==> config.mk <==
export PLATFORM = sky130hd
export DESIGN_NAME = seq_divider_flat
export DESIGN_NICKNAME = d
export VERILOG_FILES = /design/src/rtl/seq_divider_if.sv /design/src/rtl/seq_divider.sv /design/src/flat_wrapper.sv
export SDC_FILE = /design/constraint.sdc
export NUM_CORES = 1
export LEC_CHECK = 0
export BUFFER_PORTS_ARGS = -buffer_cell sky130_fd_sc_hd__buf_4
export CAP_MARGIN = 20
export CORE_UTILIZATION = 45
export DETAILED_ROUTE_END_ITERATION = 10
export GPL_ROUTABILITY_DRIVEN = 0
export MAX_ROUTING_LAYER = met4
export PLACE_DENSITY = 0.69
export SYNTH_ARGS = -nofsm -noshare
export SYNTH_HDL_FRONTEND = slang
export SYNTH_SLANG_ARGS = --single-unit
==> constraint.sdc <==
create_clock -name clk -period 1.5 [get_ports clk]
set_input_delay 0 -clock clk [delete_from_list [all_inputs] [get_ports clk]]
set_output_delay 0 -clock clk [all_outputs]
set_load 0.02 [all_outputs]
==> src/rtl/seq_divider_if.sv <==
`default_nettype none
// ============================================================================
// Module   : seq_divider_if
// Purpose  : Handshake and operand/result bundle for seq_divider.
// Ports    : start/dividend/divisor (requester -> divider)
//            busy/done/quotient/remainder/dbz (divider -> requester)
// Modports : master = requester side, slave = divider side
// Revision : 1.0  initial release
// ============================================================================
interface seq_divider_if #(
  parameter int DW = 8,
  parameter int VW = 4
);
  logic          start;
  logic [DW-1:0] dividend;
  logic [VW-1:0] divisor;
  logic          busy;
  logic          done;
  logic [DW-1:0] quotient;
  logic [VW-1:0] remainder;
  logic          dbz;

  modport master (
    output start, dividend, divisor,
    input  busy, done, quotient, remainder, dbz
  );

  modport slave (
    input  start, dividend, divisor,
    output busy, done, quotient, remainder, dbz
  );
endinterface
`default_nettype wire

==> src/rtl/seq_divider.sv <==
`default_nettype none
// ============================================================================
// Module   : seq_divider
// Purpose  : Multi-cycle unsigned restoring divider, one quotient bit per
//            clock. DW-bit dividend / VW-bit divisor -> DW-bit quotient and
//            VW-bit remainder, with a divide-by-zero flag.
// Ports    : clk    - rising-edge clock
//            rst_n  - synchronous active-low reset
//            bus    - seq_divider_if.slave (start/operands in,
//                     busy/done/quotient/remainder/dbz out, all registered)
// Revision : 1.0  initial release
// ============================================================================
module seq_divider #(
  parameter int DW = 8,
  parameter int VW = 4
) (
  input  wire            clk,
  input  wire            rst_n,
  seq_divider_if.slave   bus
);

  localparam int CW = (DW > 1) ? $clog2(DW) : 1;

  typedef enum logic [0:0] {
    S_IDLE = 1'b0,
    S_CALC = 1'b1
  } state_t;

  state_t        r_state;
  logic          r_busy;
  logic          r_done;
  logic          r_dbz;
  logic          r_zpend;   // divide-by-zero accepted, completion due next edge
  logic [DW-1:0] r_quot;
  logic [VW-1:0] r_rem;
  // Dividend shifts out of the MSB while quotient bits shift into the LSB,
  // so after DW iterations this register holds the quotient.
  logic [DW-1:0] r_sr;
  logic [VW-1:0] r_div;
  // Stored partial remainder is always < divisor, so VW bits suffice; the
  // extra (VW+1)th bit only exists transiently in w_p before the subtract.
  logic [VW-1:0] r_part;
  logic [CW-1:0] r_cnt;

  logic [VW:0]   w_p;
  logic          w_ge;
  logic [VW-1:0] w_next_part;
  logic [DW-1:0] w_next_sr;

  always_comb begin
    w_p         = {r_part, r_sr[DW-1]};
    w_ge        = (w_p >= {1'b0, r_div});
    w_next_part = w_ge ? VW'(w_p - {1'b0, r_div}) : w_p[VW-1:0];
    w_next_sr   = {r_sr[DW-2:0], w_ge};
  end

  always_ff @(posedge clk) begin
    if (!rst_n) begin
      r_state <= S_IDLE;
      r_busy  <= 1'b0;
      r_done  <= 1'b0;
      r_dbz   <= 1'b0;
      r_zpend <= 1'b0;
      r_quot  <= '0;
      r_rem   <= '0;
      r_sr    <= '0;
      r_div   <= '0;
      r_part  <= '0;
      r_cnt   <= '0;
    end else begin
      r_done <= 1'b0;
      case (r_state)
        S_IDLE: begin
          // Deferred divide-by-zero completion, one edge after acceptance.
          if (r_zpend) begin
            r_quot  <= '1;
            r_rem   <= '0;
            r_dbz   <= 1'b1;
            r_done  <= 1'b1;
            r_zpend <= 1'b0;
          end
          if (bus.start) begin
            // A completing zero-divide owns dbz this edge; do not clear it.
            if (!r_zpend) begin
              r_dbz <= 1'b0;
            end
            r_sr   <= bus.dividend;
            r_div  <= bus.divisor;
            r_part <= '0;
            r_cnt  <= CW'(DW - 1);
            if (bus.divisor == '0) begin
              r_zpend <= 1'b1;
            end else begin
              r_state <= S_CALC;
              r_busy  <= 1'b1;
            end
          end
        end

        S_CALC: begin
          r_part <= w_next_part;
          r_sr   <= w_next_sr;
          r_cnt  <= r_cnt - 1'b1;
          if (r_cnt == '0) begin
            r_quot  <= w_next_sr;
            r_rem   <= w_next_part;
            r_done  <= 1'b1;
            r_busy  <= 1'b0;
            r_state <= S_IDLE;
          end
        end

        default: begin
          r_state <= S_IDLE;
          r_busy  <= 1'b0;
        end
      endcase
    end
  end

  assign bus.busy      = r_busy;
  assign bus.done      = r_done;
  assign bus.quotient  = r_quot;
  assign bus.remainder = r_rem;
  assign bus.dbz       = r_dbz;

endmodule
`default_nettype wire

==> src/flat_wrapper.sv <==
// flat-port wrapper written by rule: the top's interface ports become plain ports
module seq_divider_flat 
#(
  parameter int DW = 8,
  parameter int VW = 4
)
  (clk, rst_n, bus_start, bus_dividend, bus_divisor, bus_busy, bus_done, bus_quotient, bus_remainder, bus_dbz);
  seq_divider_if #(.DW(DW), .VW(VW)) bus_i ();
  input  wire clk;
  input  wire rst_n;
  input wire logic [$bits(bus_i.start)-1:0] bus_start;
  input wire logic [$bits(bus_i.dividend)-1:0] bus_dividend;
  input wire logic [$bits(bus_i.divisor)-1:0] bus_divisor;
  output wire logic [$bits(bus_i.busy)-1:0] bus_busy;
  output wire logic [$bits(bus_i.done)-1:0] bus_done;
  output wire logic [$bits(bus_i.quotient)-1:0] bus_quotient;
  output wire logic [$bits(bus_i.remainder)-1:0] bus_remainder;
  output wire logic [$bits(bus_i.dbz)-1:0] bus_dbz;
  assign bus_i.start = bus_start;
  assign bus_i.dividend = bus_dividend;
  assign bus_i.divisor = bus_divisor;
  assign bus_busy = bus_i.busy;
  assign bus_done = bus_i.done;
  assign bus_quotient = bus_i.quotient;
  assign bus_remainder = bus_i.remainder;
  assign bus_dbz = bus_i.dbz;
  seq_divider #(.DW(DW), .VW(VW)) u_core (.clk(clk), .rst_n(rst_n), .bus(bus_i));
endmodule
==> results.rst <==
.. list-table::
   :header-rows: 1

   * - Metric
     - Value
   * - Setup TNS
     - -0.5355 ns
   * - Slew Limit Headroom
     - 76.94%
   * - Number of buffers created by CTS
     - 5
   * - Port Buffer Count
     - 29
   * - Vias in the first global route
     - 1,491
   * - Nets@finish
     - 262
   * - Delay contributed by the slowest stage of the critical path
     - 0.41 ns
   * - Period utilisation layout
     - 111.6%
   * - Initial antenna violation count
     - 0
   * - Worst-skew pair later-pin latency
     - 0.29 ns
   * - Largest fanout on the critical path
     - 3
   * - Synth area leaders
     - sky130_fd_sc_hd__dfxtp_1 (43%), sky130_fd_sc_hd__mux2i_1 (4.8%), sky130_fd_sc_hd__o221a_2 (4.7%)
   * - Post-Place Worst Slack
     - -0.1695 ns
   * - Leftover overflow at the end of global routing
     - 0
   * - Leading register cell type out of synthesis
     - sky130_fd_sc_hd__dfxtp_1
   * - # H-tree levels
     - 2
   * - Final WS setup
     - -0.1743 ns
   * - Leakage power summed over all cells
     - 1.031 nW
   * - DPL Wire Length
     - 2730 microns
   * - Area growth from synthesis to layout
     - 43.90%
   * - Global routing usage summed across all routing layers
     - 21.80%
   * - Type of element capturing the critical path
     - flop
   * - Cell Chain, Critical Path
     - ha_4 > fa_2 > xor2_2 > or4_1 > o311ai_1
   * - Arrival time reported for the critical path endpoint
     - 1.86 ns
   * - Cell chosen for the clock root
     - sky130_fd_sc_hd__clkbuf_8
   * - Slack of the worst reg-to-reg path
     - -0.17 ns
   * - Share of total power in sequential cells
     - 42.4%
   * - Count of cells along the worst hold path
     - 2
   * - Worst clock skew
     - 0.005867 ns
   * - Detailed Route Iter0 Violations
     - 90
   * - Length in cells of the worst reg-to-reg path
     - 5
   * - Number of flops mapped to enable cells by yosys
     - 0
   * - Capturing point of the worst reg2reg path
     - u_core.bus.remainder[2]$_SDFFE_PN0P_
   * - Cell row count
     - 21
   * - Worst supply voltage drop on vdd
     - 0.0006764 V
   * - Clock-pin transition on the worst setup and hold timing paths
     - 0.06 ns
   * - Portion of the post-synthesis area used by sequential elements
     - 42.86%
   * - Part of the power in combinational logic
     - 32.6%
   * - Least-Margin Pin Slew
     - 0.3452 ns
   * - Type of origin of the critical path
     - flop
   * - FFs w/ async S/R, synth
     - 0%
   * - Most frequently used cell type in the post-synthesis netlist
     - sky130_fd_sc_hd__dfxtp_1
   * - Via count
     - 1,515
   * - Final standard cell utilization of the core
     - 69.77%
   * - Highest-delay cell along the critical path
     - sky130_fd_sc_hd__or4_1
   * - Critical Setup Path Class
     - reg -> reg
   * - Post-synthesis sequential element count
     - 36
   * - Violations in the final reports
     - setup timing
   * - Post-synthesis net count
     - 204
   * - Final Hold Violating Endpoints
     - 0
   * - Mean Syn Cell Area
     - 9.240 sq um
   * - RSZ-0062 raised after global routing
     - true
   * - Area of the die
     - 3985 sq um
   * - Worst min path class
     - in -> reg
   * - Core area
     - 3468 sq um
   * - Internal power consumption
     - 0.001777 W
   * - Width of the chip
     - 63.13 microns
   * - Longest Clk Path Bufs
     - 2
   * - Post-synth cell types
     - 37
   * - Average wire per cell in the routed design
     - 14.57 microns
   * - Result of the run
     - finished, violations left
   * - Launch instance of the worst register-to-register path
     - u_core.r_div[0]$_SDFFE_PN0P_
   * - Clock group share of total power
     - 25.0%
   * - Initial core utilization
     - 48.48%
   * - Fraction of layout cells with a size suffix above 1
     - 42.08%
   * - Average vias per placed instance
     - 5.297
   * - Die Y
     - 63.13 microns
   * - Max cap viols
     - 0
   * - Final max-slew violation count
     - 0
   * - Placement-stage cell area
     - 2097 sq um
   * - Number of top-level pins
     - 30
   * - Final design area excluding fillers
     - 2420 sq um
   * - Largest net degree at the start of global routing
     - 21
   * - Ant diodes
     - 0
   * - Final Setup Violations
     - 7
   * - # DRC
     - 0
   * - Net Sw Power
     - 0.0007894 W
   * - Startpoint of the worst hold path
     - rst_n
   * - Required @ worst endpoint
     - 1.69 ns
   * - Gate count of the mapped netlist
     - 182
   * - Share of the synthesized area in the top cell type
     - 42.86%
   * - Wire length of the first global-routing pass
     - 6644 microns
   * - Fraction of power spent switching nets
     - 30.76%
   * - Period minus WS final
     - 1.674 ns
   * - First-pass iteration count of the detailed router
     - 4
   * - Post-Syn Area
     - 1682 sq um
   * - Overall routed net length
     - 4167 microns
   * - Overall power
     - 0.002567 W
   * - Upper clock frequency limit
     - 597.3 MHz
   * - Hold EP
     - u_core.bus.dbz$_SDFFE_PN0N_
   * - Clock sink count
     - 36
   * - Synth top cells by count
     - sky130_fd_sc_hd__dfxtp_1 (36), sky130_fd_sc_hd__nand2_1 (18), sky130_fd_sc_hd__inv_1 (10), sky130_fd_sc_hd__nor2b_1 (10), sky130_fd_sc_hd__o21ai_0 (10)
   * - Remaining number of nets flagged by the antenna check after routing
     - 0
   * - PD cells
     - 1061 nW/um^2
   * - CTS tree
     - yes
   * - Synth Warn #
     - 0
   * - Synth area leader
     - sky130_fd_sc_hd__dfxtp_1
==> how the worst max path moves through the flow <==
| stage | from | to | slack (ns) | cells after the start |
|---|---|---|---|---|
| 6_report | u_core.r_div[0]$_SDFFE_PN0P_ | u_core.bus.remainder[2]$_SDFFE_PN0P_ | -0.17 | 5 |
| 3_5_place_dp | u_core.r_div[1]$_SDFFE_PN0P_ | u_core.r_part[2]$_SDFFE_PN0N_ | -0.17 | 7 |
| 2_1_floorplan | u_core.r_sr[7]$_SDFFE_PN0N_ | u_core.bus.remainder[2]$_SDFFE_PN0P_ | -0.06 | 6 |
| 4_1_cts | u_core.r_sr[7]$_SDFFE_PN0N_ | u_core.bus.remainder[2]$_SDFFE_PN0P_ | -0.17 | 6 |
| 5_1_grt | u_core.r_sr[7]$_SDFFE_PN0N_ | u_core.r_part[2]$_SDFFE_PN0N_ | -0.23 | 6 |
| 3_3_place_gp | u_core.r_sr[7]$_SDFFE_PN0N_ | u_core.r_part[2]$_SDFFE_PN0N_ | -0.08 | 6 |
==> power groups by stage <==
stage                     Combinational [W]  Clock [W]  Sequential [W]
after floorplan                    0.000340          0         0.00112
after CTS                          0.000734   0.000659         0.00108
after detailed placement           0.000601          0         0.00110
after global routing               0.000900   0.000684         0.00110
final                              0.000835   0.000643         0.00109
after global placement             0.000585          0         0.00110
==> state kept, by name, summed over array words and instances, names as in the netlist <==
name	count
u_core.bus.busy	1
u_core.bus.dbz	1
u_core.bus.done	1
u_core.bus.quotient	8
u_core.bus.remainder	4
u_core.r_cnt	3
u_core.r_div	4
u_core.r_part	4
u_core.r_sr	8
u_core.r_state	1
u_core.r_zpend	1
==> through the flow <==
step | std cells | hold WS, ns
2_1_floorplan | 182 | 0.1603
3_3_place_gp | 271 | 0.2609
3_5_place_dp | 271 | 0.2709
4_1_cts | 284 | 0.03979
5_1_grt | 286 | 0.05736
6_report | 286 | 0.05398
==> critical path, delay by kind of cell (launching register included) <==
family,cells,cell delay [ns]
xor+xnor,1,0.16
compound gates,1,0.09
simple gates,1,0.41
fa+ha+maj,2,0.56
flops,1,0.35
==> layout make-up <==
type,instances,area (sq um)
repair buffers,61,479.2
clock inverters,1,5.005
fillers,288,1049
inverters,10,37.54
clock buffers,6,72.57
flip-flops and latches,36,725.7
multi-input cells,126,1042
well taps,46,57.56
==> cell families (layout without fill, tap and decap cells) <==
kind of cell               count (synthesis)  in the layout  synth area share (%)
and+or+nand+nor                           63             63                 20.76
muxes                                     10             10                 6.101
xor gates and xnor gates                   2              2                 1.042
AOI/OAI and AO/OA                         44             44                 18.53
buffers and inverters                     20             78                 5.059
DFF                                       36             36                 42.86
adders and majority gates                  7              7                 5.655
==> layout by cell type (no fill, tap or decap), types with 2 or more instances in the layout <==
cell type	synthesis	final
sky130_fd_sc_hd__buf_4	1	54
sky130_fd_sc_hd__dfxtp_1	36	32
sky130_fd_sc_hd__nand2_1	18	17
sky130_fd_sc_hd__nor2b_1	10	10
sky130_fd_sc_hd__o21ai_0	10	10
sky130_fd_sc_hd__nor2_1	9	9
sky130_fd_sc_hd__and2_1	9	9
sky130_fd_sc_hd__mux2i_1	8	8
sky130_fd_sc_hd__o221a_2	7	7
sky130_fd_sc_hd__inv_1	10	6
sky130_fd_sc_hd__a21oi_1	9	5
sky130_fd_sc_hd__clkbuf_8	0	5
sky130_fd_sc_hd__inv_2	0	4
sky130_fd_sc_hd__nand3_1	4	4
sky130_fd_sc_hd__ha_4	0	4
sky130_fd_sc_hd__dlygate4sd3_1	0	4
sky130_fd_sc_hd__dfxtp_2	0	4
sky130_fd_sc_hd__a21oi_4	0	3
sky130_fd_sc_hd__o31ai_2	0	3
sky130_fd_sc_hd__o31ai_1	7	3
sky130_fd_sc_hd__buf_6	0	3
sky130_fd_sc_hd__and3_4	0	2
sky130_fd_sc_hd__nand2b_1	3	2
sky130_fd_sc_hd__a21boi_0	2	2
sky130_fd_sc_hd__o21a_1	2	2
sky130_fd_sc_hd__or4_1	2	2
sky130_fd_sc_hd__o311ai_1	2	2
sky130_fd_sc_hd__ha_1	6	2
==> layer usage <==
layer | global-route usage, % | share of wire [%] | up-vias
met5 | - | 0 | -
met4 | 7.558 | 1.9 | 0
met2 | 36.42 | 50 | 34
met3 | 3.986 | 3.6 | 10
li1 | - | - | 758
met1 | 26.13 | 44 | 713
==> what timing repair did <==
item	4_1_cts	5_1_grt
setup buffers	2	2
gates cloned	0	0
pin swaps	3	5
endpoints found under the hold margin	4	0
setup endpoints to repair	9	17
hold buffers	4	0
resized for setup	23	14
Power figures use the tool's default switching activity.
